===== src/rtl/fp_reduce_pkg.sv =====
// Shared types for the streaming FP32 reduction sequencer: FSM states,
// operand-source select encoding and the FP32 zero constant.
package fp_reduce_pkg;

  typedef enum logic [1:0] {
    ST_FLUSH = 2'd0,
    ST_IDLE  = 2'd1,
    ST_ACCUM = 2'd2,
    ST_DONE  = 2'd3
  } state_e;

  // Candidate operand sources, listed in issue priority order
  typedef enum logic [1:0] {
    SRC_R    = 2'd0,
    SRC_I    = 2'd1,
    SRC_H    = 2'd2,
    SRC_NONE = 2'd3
  } src_e;

  localparam logic [31:0] FP32_ZERO = 32'h0000_0000;

endpackage


===== src/rtl/fp_reduce_pick.sv =====
// Combinational priority selector: takes adder result (R), accepted input (I)
// and hold register (H) and decides between issuing an add or parking a value.
module fp_reduce_pick
  import fp_reduce_pkg::*;
(
  input  logic        r_valid,
  input  logic [31:0] r_data,
  input  logic        i_valid,
  input  logic [31:0] i_data,
  input  logic        h_valid,
  input  logic [31:0] h_data,
  output logic        issue,
  output logic [31:0] opA,
  output logic [31:0] opB,
  output logic        hold_wr,
  output logic [31:0] hold_data,
  output logic        hold_consume
);

  src_e sel_a;
  src_e sel_b;

  function automatic logic [31:0] src_mux(input src_e sel, input logic [31:0] r,
                                          input logic [31:0] i, input logic [31:0] h);
    case (sel)
      SRC_R:   return r;
      SRC_I:   return i;
      SRC_H:   return h;
      default: return FP32_ZERO;
    endcase
  endfunction

  always_comb begin
    sel_a = SRC_NONE;
    sel_b = SRC_NONE;
    if (r_valid) begin
      sel_a = SRC_R;
      if (i_valid)      sel_b = SRC_I;
      else if (h_valid) sel_b = SRC_H;
    end else if (i_valid) begin
      sel_a = SRC_I;
      if (h_valid) sel_b = SRC_H;
    end else if (h_valid) begin
      sel_a = SRC_H;
    end
  end

  // A lone R or I is parked; a lone H stays where it is
  always_comb begin
    issue        = (sel_b != SRC_NONE);
    hold_consume = issue && (sel_b == SRC_H);
    hold_wr      = !issue && ((sel_a == SRC_R) || (sel_a == SRC_I));
    opA          = src_mux(sel_a, r_data, i_data, h_data);
    opB          = src_mux(sel_b, r_data, i_data, h_data);
    hold_data    = opA;
  end

endmodule


===== src/rtl/fp_reduce_ctrl.sv =====
// Streaming FP32 reduction sequencer time-sharing one external pipelined adder.
// Optional FP_REDUCE_STATS_EN adds the Add_Count per-run issue counter output.
module fp_reduce_ctrl
  import fp_reduce_pkg::*;
#(
  parameter int ADD_LAT = 4,
  parameter int CNT_W   = 16
) (
  input  logic             clk,
  input  logic             rst,
  input  logic             Start,
  input  logic [CNT_W-1:0] Length,
  input  logic [31:0]      Data_In,
  input  logic             Valid_In,
  output logic             Ready_In,
  output logic [31:0]      Data_Out,
  output logic             Valid_Out,
  output logic             Busy,
  output logic [31:0]      Add_A,
  output logic [31:0]      Add_B,
  output logic             Add_Valid,
  input  logic [31:0]      Add_Result,
  input  logic             Add_Result_Valid
`ifdef FP_REDUCE_STATS_EN
  ,
  output logic [CNT_W-1:0] Add_Count
`endif
);

  localparam int INF_W = $clog2(ADD_LAT + 3);
  localparam int FL_W  = $clog2(ADD_LAT + 2);

  state_e             state_reg, state_next;
  logic [FL_W-1:0]    flush_cnt_reg;
  logic [CNT_W-1:0]   len_reg;
  logic [CNT_W-1:0]   acc_cnt_reg;
  logic [INF_W-1:0]   inflight_reg;
  logic [31:0]        hold_data_reg;
  logic               hold_valid_reg;
  logic [31:0]        data_out_reg;
  logic [31:0]        add_a_reg, add_b_reg;
  logic               add_valid_reg;

  logic               in_accum, accept, start_ok, finish;
  logic               r_valid, h_valid;
  logic               issue, hold_wr, hold_consume;
  logic [31:0]        op_a, op_b, pick_hold_data;

  assign in_accum = (state_reg == ST_ACCUM);
  assign Ready_In = in_accum && (acc_cnt_reg < len_reg);
  assign accept   = Valid_In && Ready_In;
  assign start_ok = (state_reg == ST_IDLE) && Start;
  // Adder results only count while a run is accumulating
  assign r_valid  = in_accum && Add_Result_Valid;
  assign h_valid  = in_accum && hold_valid_reg;
  assign finish   = in_accum && (acc_cnt_reg == len_reg) && (inflight_reg == '0)
                    && hold_valid_reg && !Add_Result_Valid;

  fp_reduce_pick u_pick (
    .r_valid      (r_valid),
    .r_data       (Add_Result),
    .i_valid      (accept),
    .i_data       (Data_In),
    .h_valid      (h_valid),
    .h_data       (hold_data_reg),
    .issue        (issue),
    .opA          (op_a),
    .opB          (op_b),
    .hold_wr      (hold_wr),
    .hold_data    (pick_hold_data),
    .hold_consume (hold_consume)
  );

  always_ff @(posedge clk) begin
    if (rst) state_reg <= ST_FLUSH;
    else     state_reg <= state_next;
  end

  always_comb begin
    state_next = state_reg;
    case (state_reg)
      ST_FLUSH: if (flush_cnt_reg == FL_W'(ADD_LAT)) state_next = ST_IDLE;
      ST_IDLE:  if (Start) state_next = (Length == '0) ? ST_DONE : ST_ACCUM;
      ST_ACCUM: if (finish) state_next = ST_DONE;
      ST_DONE:  state_next = ST_IDLE;
      default:  state_next = ST_FLUSH;
    endcase
  end

  always_ff @(posedge clk) begin
    if (rst) begin
      flush_cnt_reg  <= '0;
      len_reg        <= '0;
      acc_cnt_reg    <= '0;
      inflight_reg   <= '0;
      hold_data_reg  <= FP32_ZERO;
      hold_valid_reg <= 1'b0;
      data_out_reg   <= FP32_ZERO;
      add_a_reg      <= FP32_ZERO;
      add_b_reg      <= FP32_ZERO;
      add_valid_reg  <= 1'b0;
    end else begin
      flush_cnt_reg <= (state_reg == ST_FLUSH) ? flush_cnt_reg + 1'b1 : '0;

      add_valid_reg <= issue;
      if (issue) begin
        add_a_reg <= op_a;
        add_b_reg <= op_b;
      end

      if (start_ok) begin
        len_reg     <= Length;
        acc_cnt_reg <= '0;
      end else if (accept) begin
        acc_cnt_reg <= acc_cnt_reg + 1'b1;
      end

      inflight_reg <= inflight_reg + INF_W'(issue) - INF_W'(r_valid);

      if (state_reg == ST_DONE) begin
        hold_valid_reg <= 1'b0;
      end else if (hold_wr) begin
        hold_data_reg  <= pick_hold_data;
        hold_valid_reg <= 1'b1;
      end else if (hold_consume) begin
        hold_valid_reg <= 1'b0;
      end

      if (start_ok && (Length == '0)) data_out_reg <= FP32_ZERO;
      else if (finish)                data_out_reg <= hold_data_reg;
    end
  end

`ifdef FP_REDUCE_STATS_EN
  logic [CNT_W-1:0] add_count_reg;

  always_ff @(posedge clk) begin
    if (rst || start_ok) add_count_reg <= '0;
    else if (issue)      add_count_reg <= add_count_reg + 1'b1;
  end

  assign Add_Count = add_count_reg;
`endif

  assign Data_Out  = data_out_reg;
  assign Valid_Out = (state_reg == ST_DONE);
  assign Busy      = (state_reg != ST_IDLE);
  assign Add_A     = add_a_reg;
  assign Add_B     = add_b_reg;
  assign Add_Valid = add_valid_reg;

endmodule


===== config.mk =====
export PLATFORM = sky130hd
export DESIGN_NAME = fp_reduce_ctrl
export DESIGN_NICKNAME = d
export VERILOG_FILES = /design/src/rtl/fp_reduce_pkg.sv /design/src/rtl/fp_reduce_pick.sv /design/src/rtl/fp_reduce_ctrl.sv
export SDC_FILE = /design/constraint.sdc
export NUM_CORES = 1
export LEC_CHECK = 0
export CORE_MARGIN = 2
export CORE_UTILIZATION = 40
export DETAILED_ROUTE_END_ITERATION = 10
export GPL_TIMING_DRIVEN = 0
export MAX_ROUTING_LAYER = met4
export PLACE_DENSITY = 0.67
export SYNTH_ARGS = -nofsm -noshare
export SYNTH_HDL_FRONTEND = slang
export SYNTH_SLANG_ARGS = --single-unit
export TNS_END_PERCENT = 5

===== constraint.sdc =====
create_clock -name clk -period 3.8 [get_ports clk]
set_input_delay 0.95 -clock clk [delete_from_list [all_inputs] [get_ports clk]]
set_output_delay 0.95 -clock clk [all_outputs]
set_load 0.005 [all_outputs]

After elaboration in Yosys (flattened, before gate mapping). Cells that the tools add are included.

Flip-flop bits (word level): 170. Output and inout bits: 100. Logic and storage cells: 73.

Add/subtract/negate cells: 4. Multiplexer cells: 14. Equality and inequality tests: 14. Bitwise logic cells: 2. Reductions and logical operators: 27. Order comparisons: 1.

Operators with widths (number): $pmux W32 S3 (2); $add A16 B1 Y16 const B (1); $eq A16 B16 Y1 (1); $logic_not A16 Y1 (1); $lt A16 B16 Y1 (1); $mux W2 (7); $logic_and A1 B1 Y1 (12); $eq A2 B2 Y1 const B (4); $pmux W2 S4 (1); $reduce_or A2 Y1 (4); $eq A2 B1 Y1 const B (3); $logic_not A2 Y1 (3); $ne A2 B2 Y1 const B (3); $mux W1 (4); $ne A2 B1 Y1 const B (2); $add A3 B1 Y3 (1); $add A3 B1 Y3 const B (1); $eq A3 B3 Y1 const B (1); $logic_not A3 Y1 (1); $reduce_and A3 Y1 (1); $sub A3 B1 Y3 (1); $logic_not A1 Y1 (2); $not A1 Y1 (2); $reduce_and A2 Y1 (1); 2 further kinds (2).

Logic depth before layout (Yosys ltp).
Depth in word-level cells: 9. Mapped depth: 18.

Cells and area by module. Synthesis repeated with hierarchy kept, for this count alone.

Cell total of the unflattened synthesis: 1032. Area, all modules: 8518.2 µm².

By module, submodules not included: fp_reduce_ctrl (area each 6666.4 µm², cells each 736, times used 1); fp_reduce_pick (area each 1851.8 µm², cells each 296, times used 1).

Worst setup path after synthesis. Ideal clock, no wire load.

Path kind: register to register. Start: reg len_reg[13]. End: reg inflight_reg[2]. Arrival: 3.278 ns. Path buffers: 1. Stages on the path, launching flop included: 18. Path slack: 0.394 ns. Cell sequence: dfxtp_1 -> inv_1 -> ha_1 -> a21oi_1 -> o21ai_1 -> a311oi_4 -> a41oi_2 -> nor2_1 -> buf_2 -> inv_1 -> ha_1 -> inv_1 -> ha_1 -> inv_1 -> fa_1 -> xor2_1 -> xnor2_1 -> nor2_1.

Word-level cells in the longest chain between the ends: 8.

Ends and longest elaborated chain: start, declared (line fp_reduce_ctrl.sv:35) `logic [CNT_W-1:0] len_reg;`; start signal, assigned (line fp_reduce_ctrl.sv:112) `len_reg <= Length;`; $lt A16 B16 Y1 (*) (line fp_reduce_ctrl.sv:50) `assign Ready_In = in_accum && (acc_cnt_reg < len_reg);`; $logic_and A1 B1 Y1 (*) (line fp_reduce_ctrl.sv:50); $logic_and A1 B1 Y1 (*) (line fp_reduce_ctrl.sv:51) `assign accept = Valid_In && Ready_In;`; $mux W2 (on tied branches) (line fp_reduce_pick.sv:40, fp_reduce_pick.sv:38); $mux W2 (*) (line fp_reduce_pick.sv:36) `if (r_valid) begin`; $ne A2 B2 Y1 (*) (line fp_reduce_pick.sv:50) `issue = (sel_b != SRC_NONE);`; $add A3 B1 Y3 (*) (line fp_reduce_ctrl.sv:118) `inflight_reg <= inflight_reg + INF_W'(issue) - INF_W'(r_valid);`; $sub A3 B1 Y3 (*) (line fp_reduce_ctrl.sv:118); end signal, assigned (line fp_reduce_ctrl.sv:118); end, declared (line fp_reduce_ctrl.sv:37) `logic [INF_W-1:0] inflight_reg;`.

Mark *: on every way between the ends. The rest lies on a longest branch, timed or not. A chain may end at the register's enable or synchronous reset.

Worst setup path in the final report.
Start: reg len_reg[15]. End: out Ready_In.

Word-level cells in the longest chain between the ends: 2.

Ends and longest elaborated chain: $lt A16 B16 Y1 (line fp_reduce_ctrl.sv:50); $logic_and A1 B1 Y1 (line fp_reduce_ctrl.sv:50); end, declared (line fp_reduce_ctrl.sv:15) `output logic Ready_In,`.

Every way passes these cells.

==> reports/summary.md <==
TritonCTS built the clock tree. The tools report the headroom to the max-slew limit as 33.3%. Setup violations remaining at the end of the flow were counted as 0. For this run, the leading register cell type out of synthesis is dfxtp_1. For the pin with the worst max-slew slack, the measured transition is 0.993 ns. The slowest cell on the critical path was clkdlybuf4s50_1. The largest total area in the synthesized netlist belongs to dfxtp_1. The critical path contains buffers and inverters numbering 2 combined. The tools report the type of origin of the critical path as a flip-flop. Synthesis produced a netlist whose cell count is 913.

In this run the worst hold path is classified as flip-flop to flip-flop. In this run, CTS created clock tree buffers numbering 17. The height of the chip is 142 um. The worst hold slack after final layout is 0.448 ns.

The upper clock frequency limit was 272 MHz; the number of port buffers was 183. The share of the clock period used by the worst path was 96.6%. The most critical setup path has its startpoint at len_reg[15]. The average instance in the mapped netlist occupies 8.33 um^2. In this run the power spent charging and discharging nets is 1.25 mW. Along the worst path, the maximum fanout reaches 6. The critical path is of the flip-flop to output port type. Internal power comes to 3.10 mW. The top-level I/O count is 185.

Dividing the detail-routed via count by the number of cells gives 5.61. Capture endpoint of the worst hold path: Data_Out[3]. For the design area, the log shows 0.0104 mm^2. In this run the horizontal extent of the chip is 142 um. Entering global routing, the biggest net connects 17 pins. The signal arrival time at the worst endpoint was 2.72 ns. The clock passes through at most 2 buffers. Slack of the worst reg-to-reg path: 0.22 ns. Routability-driven placement finished with a final weighted congestion of 0.856. The tools report the launch point of the worst reg-to-reg path as len_reg[11]. For the final database, setup skew stands at 0.0130 ns.

The final layout contains routed wiring with a total length of 25500 um. The logs give 0 for the initial antenna violation count and 0.44 ns for the source-to-sink clock delay at the later pin of the worst-skew pair. The first-pass GRT wire length was 39500 um. Compared with the post-synthesis result, the final layout area differs by 36.8%. The tools report the post-layout instance count excluding filler cells as 1367. The tools report the hold buffer count at cts as 0. Max-cap violations in this run came to 0. Traced cell by cell, the critical path runs through inv_1 > ha_1 > nand4_1 > nor2_1 > a311o_1 > nor3_2 > clkdlybuf4s50_1.

Clock network fraction of design power: 40.4%. The worst setup path is captured at an output port. The cell area that synthesis handed to floorplanning was 0.00760 mm^2.

The switching power as a share of total power is 28.7%, and the number of endpoints with negative hold slack in the final report is 0. The clock tree synthesis step divided the H-tree into 4 levels. The tools report the count of vias placed by the detailed router as 7672. Yosys mapped the design onto 47 distinct sky130hd cell types. The total count of max-transition violations in the final report is 0, and the global-route total usage across every layer is 25.9%. For this run the aggregate overflow at the end of global routing stands at 0.

Of the total power, registers draw 44.1%. For this run, the post-layout net count is 1231. Number of global-route vias before repair: 7192. The worst register-to-register path ends at inflight_reg[2].

The starting utilization of the core area was 40.6%. The highest ir drop seen on vdd is 0.321 mV. Of all flip-flops after synthesis, the portion carrying an async set or reset was 0%. The design draws 4.35 mW. The routed wire length per instance was 18.7 um; the half-perimeter wire length after placement was 18300 um. Summed over all failing endpoints, the final setup total negative slack is 0 ns. The cell sitting at the root of the clock tree is a clkbuf_16. The layout has 1737 filler cells. The commonest cells after synthesis are 170 x dfxtp_1, 148 x nand2_1, 130 x a21oi_1, 62 x inv_1, 56 x clkbuf_1. Most used standard cell by instance count after synthesis: dfxtp_1.

The tools report the hold path startpoint as Data_Out[3]. The tools report the number of nets with antenna violations after detailed routing as 0. After the first detailed-routing iteration, the DRC count stood at 431.

Largest incremental delay on the critical path: 0.54 ns. The clock net in this run drives a total of 170 sinks. Once placement finished, the instance area stood at 0.00973 mm^2. The count of inserted antenna diode cells is 0. The analysis attributes to cell leakage a power of 3.47 nW. The Yosys step of the flow raised 0 warnings. The top cell type by area accounts for 44.8% of the synthesized area. The number of standard-cell rows in the floorplan was 50; the area of the core region was 0.0187 mm^2.

Counting flops with a built-in enable in the synthesized netlist gives 0. In this run the power density over the cells is 418 mW/mm^2. For this run, design rule violations remaining after detail routing come to 0. Before antenna repair, the detailed router went through 5 iterations. Including well taps, the total number of placed cells is 1330. The run gives 1024 as the number of nets in the synthesized netlist. The synthesized design contains 170 register bits. The run gives 0.0201 mm^2 as the overall die area. In the post-synthesis netlist, the biggest area contributors are dfxtp_1 45%, a21oi_1 8.6%, nand2_1 7.3%. Summing the sequential cell areas from Yosys gives 44.8% of the chip area.

The tools report the required time of the critical path as 2.85 ns. Along the worst hold path, the cell count comes to 2. Clock-pin slew of the registers on the worst-case setup and hold paths: 0.07 ns. The part of the total power dissipated in combinational logic was 15.5%; the depth of the most critical reg-to-reg path was 17. Of the cells placed in the final design, the portion with a size suffix greater than 1 is 5.74%. The final period demand of the worst path came out at 3.67 ns. The kind of cell with the highest combined delay along the critical path is buffers and inverters. The run finished with clean final reports.
final cells by class:
class | instances | area (um^2) | share of cell area (%)
clock buffers | 21 | 480 | 4.62
inverters | 64 | 240 | 2.31
well taps | 234 | 293 | 2.81
flip-flops and latches | 170 | 3400 | 32.7
repair buffers | 188 | 1870 | 18.0
multi-input cells | 607 | 3720 | 35.7
clock inverters | 11 | 109 | 1.05
plain buffers | 72 | 292 | 2.80
logic make-up after synthesis:
kind of cell             Yosys count  share of synthesized area (%)
AO/OA/AOI/OAI                    356                           30.1
AND/OR/NAND/NOR                  217                           12.9
flip-flops                       170                           44.8
buffers and inverters            136                           6.93
adder cells (fa/ha/maj)           26                           4.38
XOR/XNOR                           5                          0.576
multiplexers                       3                          0.395
power groups by stage:
stage | registers (mW) | logic, mW | clock network (mW)
after detailed placement | 1.96 | 0.637 | 0
after floorplan | 1.93 | 0.389 | 0
after global placement | 1.95 | 0.626 | 0
after CTS | 1.92 | 0.650 | 1.75
final | 1.92 | 0.672 | 1.76
after global routing | 1.92 | 0.734 | 1.84
worst min-delay path, stage by stage, from the launching register on:
cell and delay, ns:
dfxtp_1 0.31, nand2_1 0.05, a21oi_1 0.05
per-stage QoR:
| step | utilization (%) | worst slack, ns |
|---|---|---|
| after global routing | 55.6 | -0.0208 |
| after floorplan | - | 0.394 |
| final | 55.6 | 0.130 |
| after detailed placement | 52.0 | -0.521 |
| after CTS | 55.3 | 0.0244 |
| after global placement | 52.0 | -0.535 |
how the worst max path moves through the flow:
| stage | endpoint | cells after the start |
|---|---|---|
| after floorplan | inflight_reg[2] | 17 |
| after global placement | inflight_reg[2] | 15 |
| after detailed placement | inflight_reg[2] | 15 |
| after CTS | inflight_reg[2] | 18 |
| after global routing | inflight_reg[2] | 17 |
| final | Ready_In | 7 |
what timing repair did:
action | CTS | global route
hold endpoints to repair | 0 | 0
setup buffers | 3 | 2
setup endpoints to repair | 2 | 3
gates resized for setup | 3 | 7
pin swaps | 1 | 2
layout by cell type (no fill, tap or decap), types with 34 or more instances in the layout:
cell type        count
o31ai_1             38
clkdlybuf4s50_1    183
nand2_1            148
dfxtp_1            170
a21oi_1            129
clkbuf_1            56
a31oi_1             34
inv_1               62
o21ai_0             38
metal layers:
metal	global-route usage (%)	vias up	share of wire, %
met5	-	-	0
met4	8.05	0	2.0
met3	4.83	41	6.6
met2	40.1	300	46
met1	34.4	3627	45
li1	-	3704	-
Power figures use the tool's default switching activity.
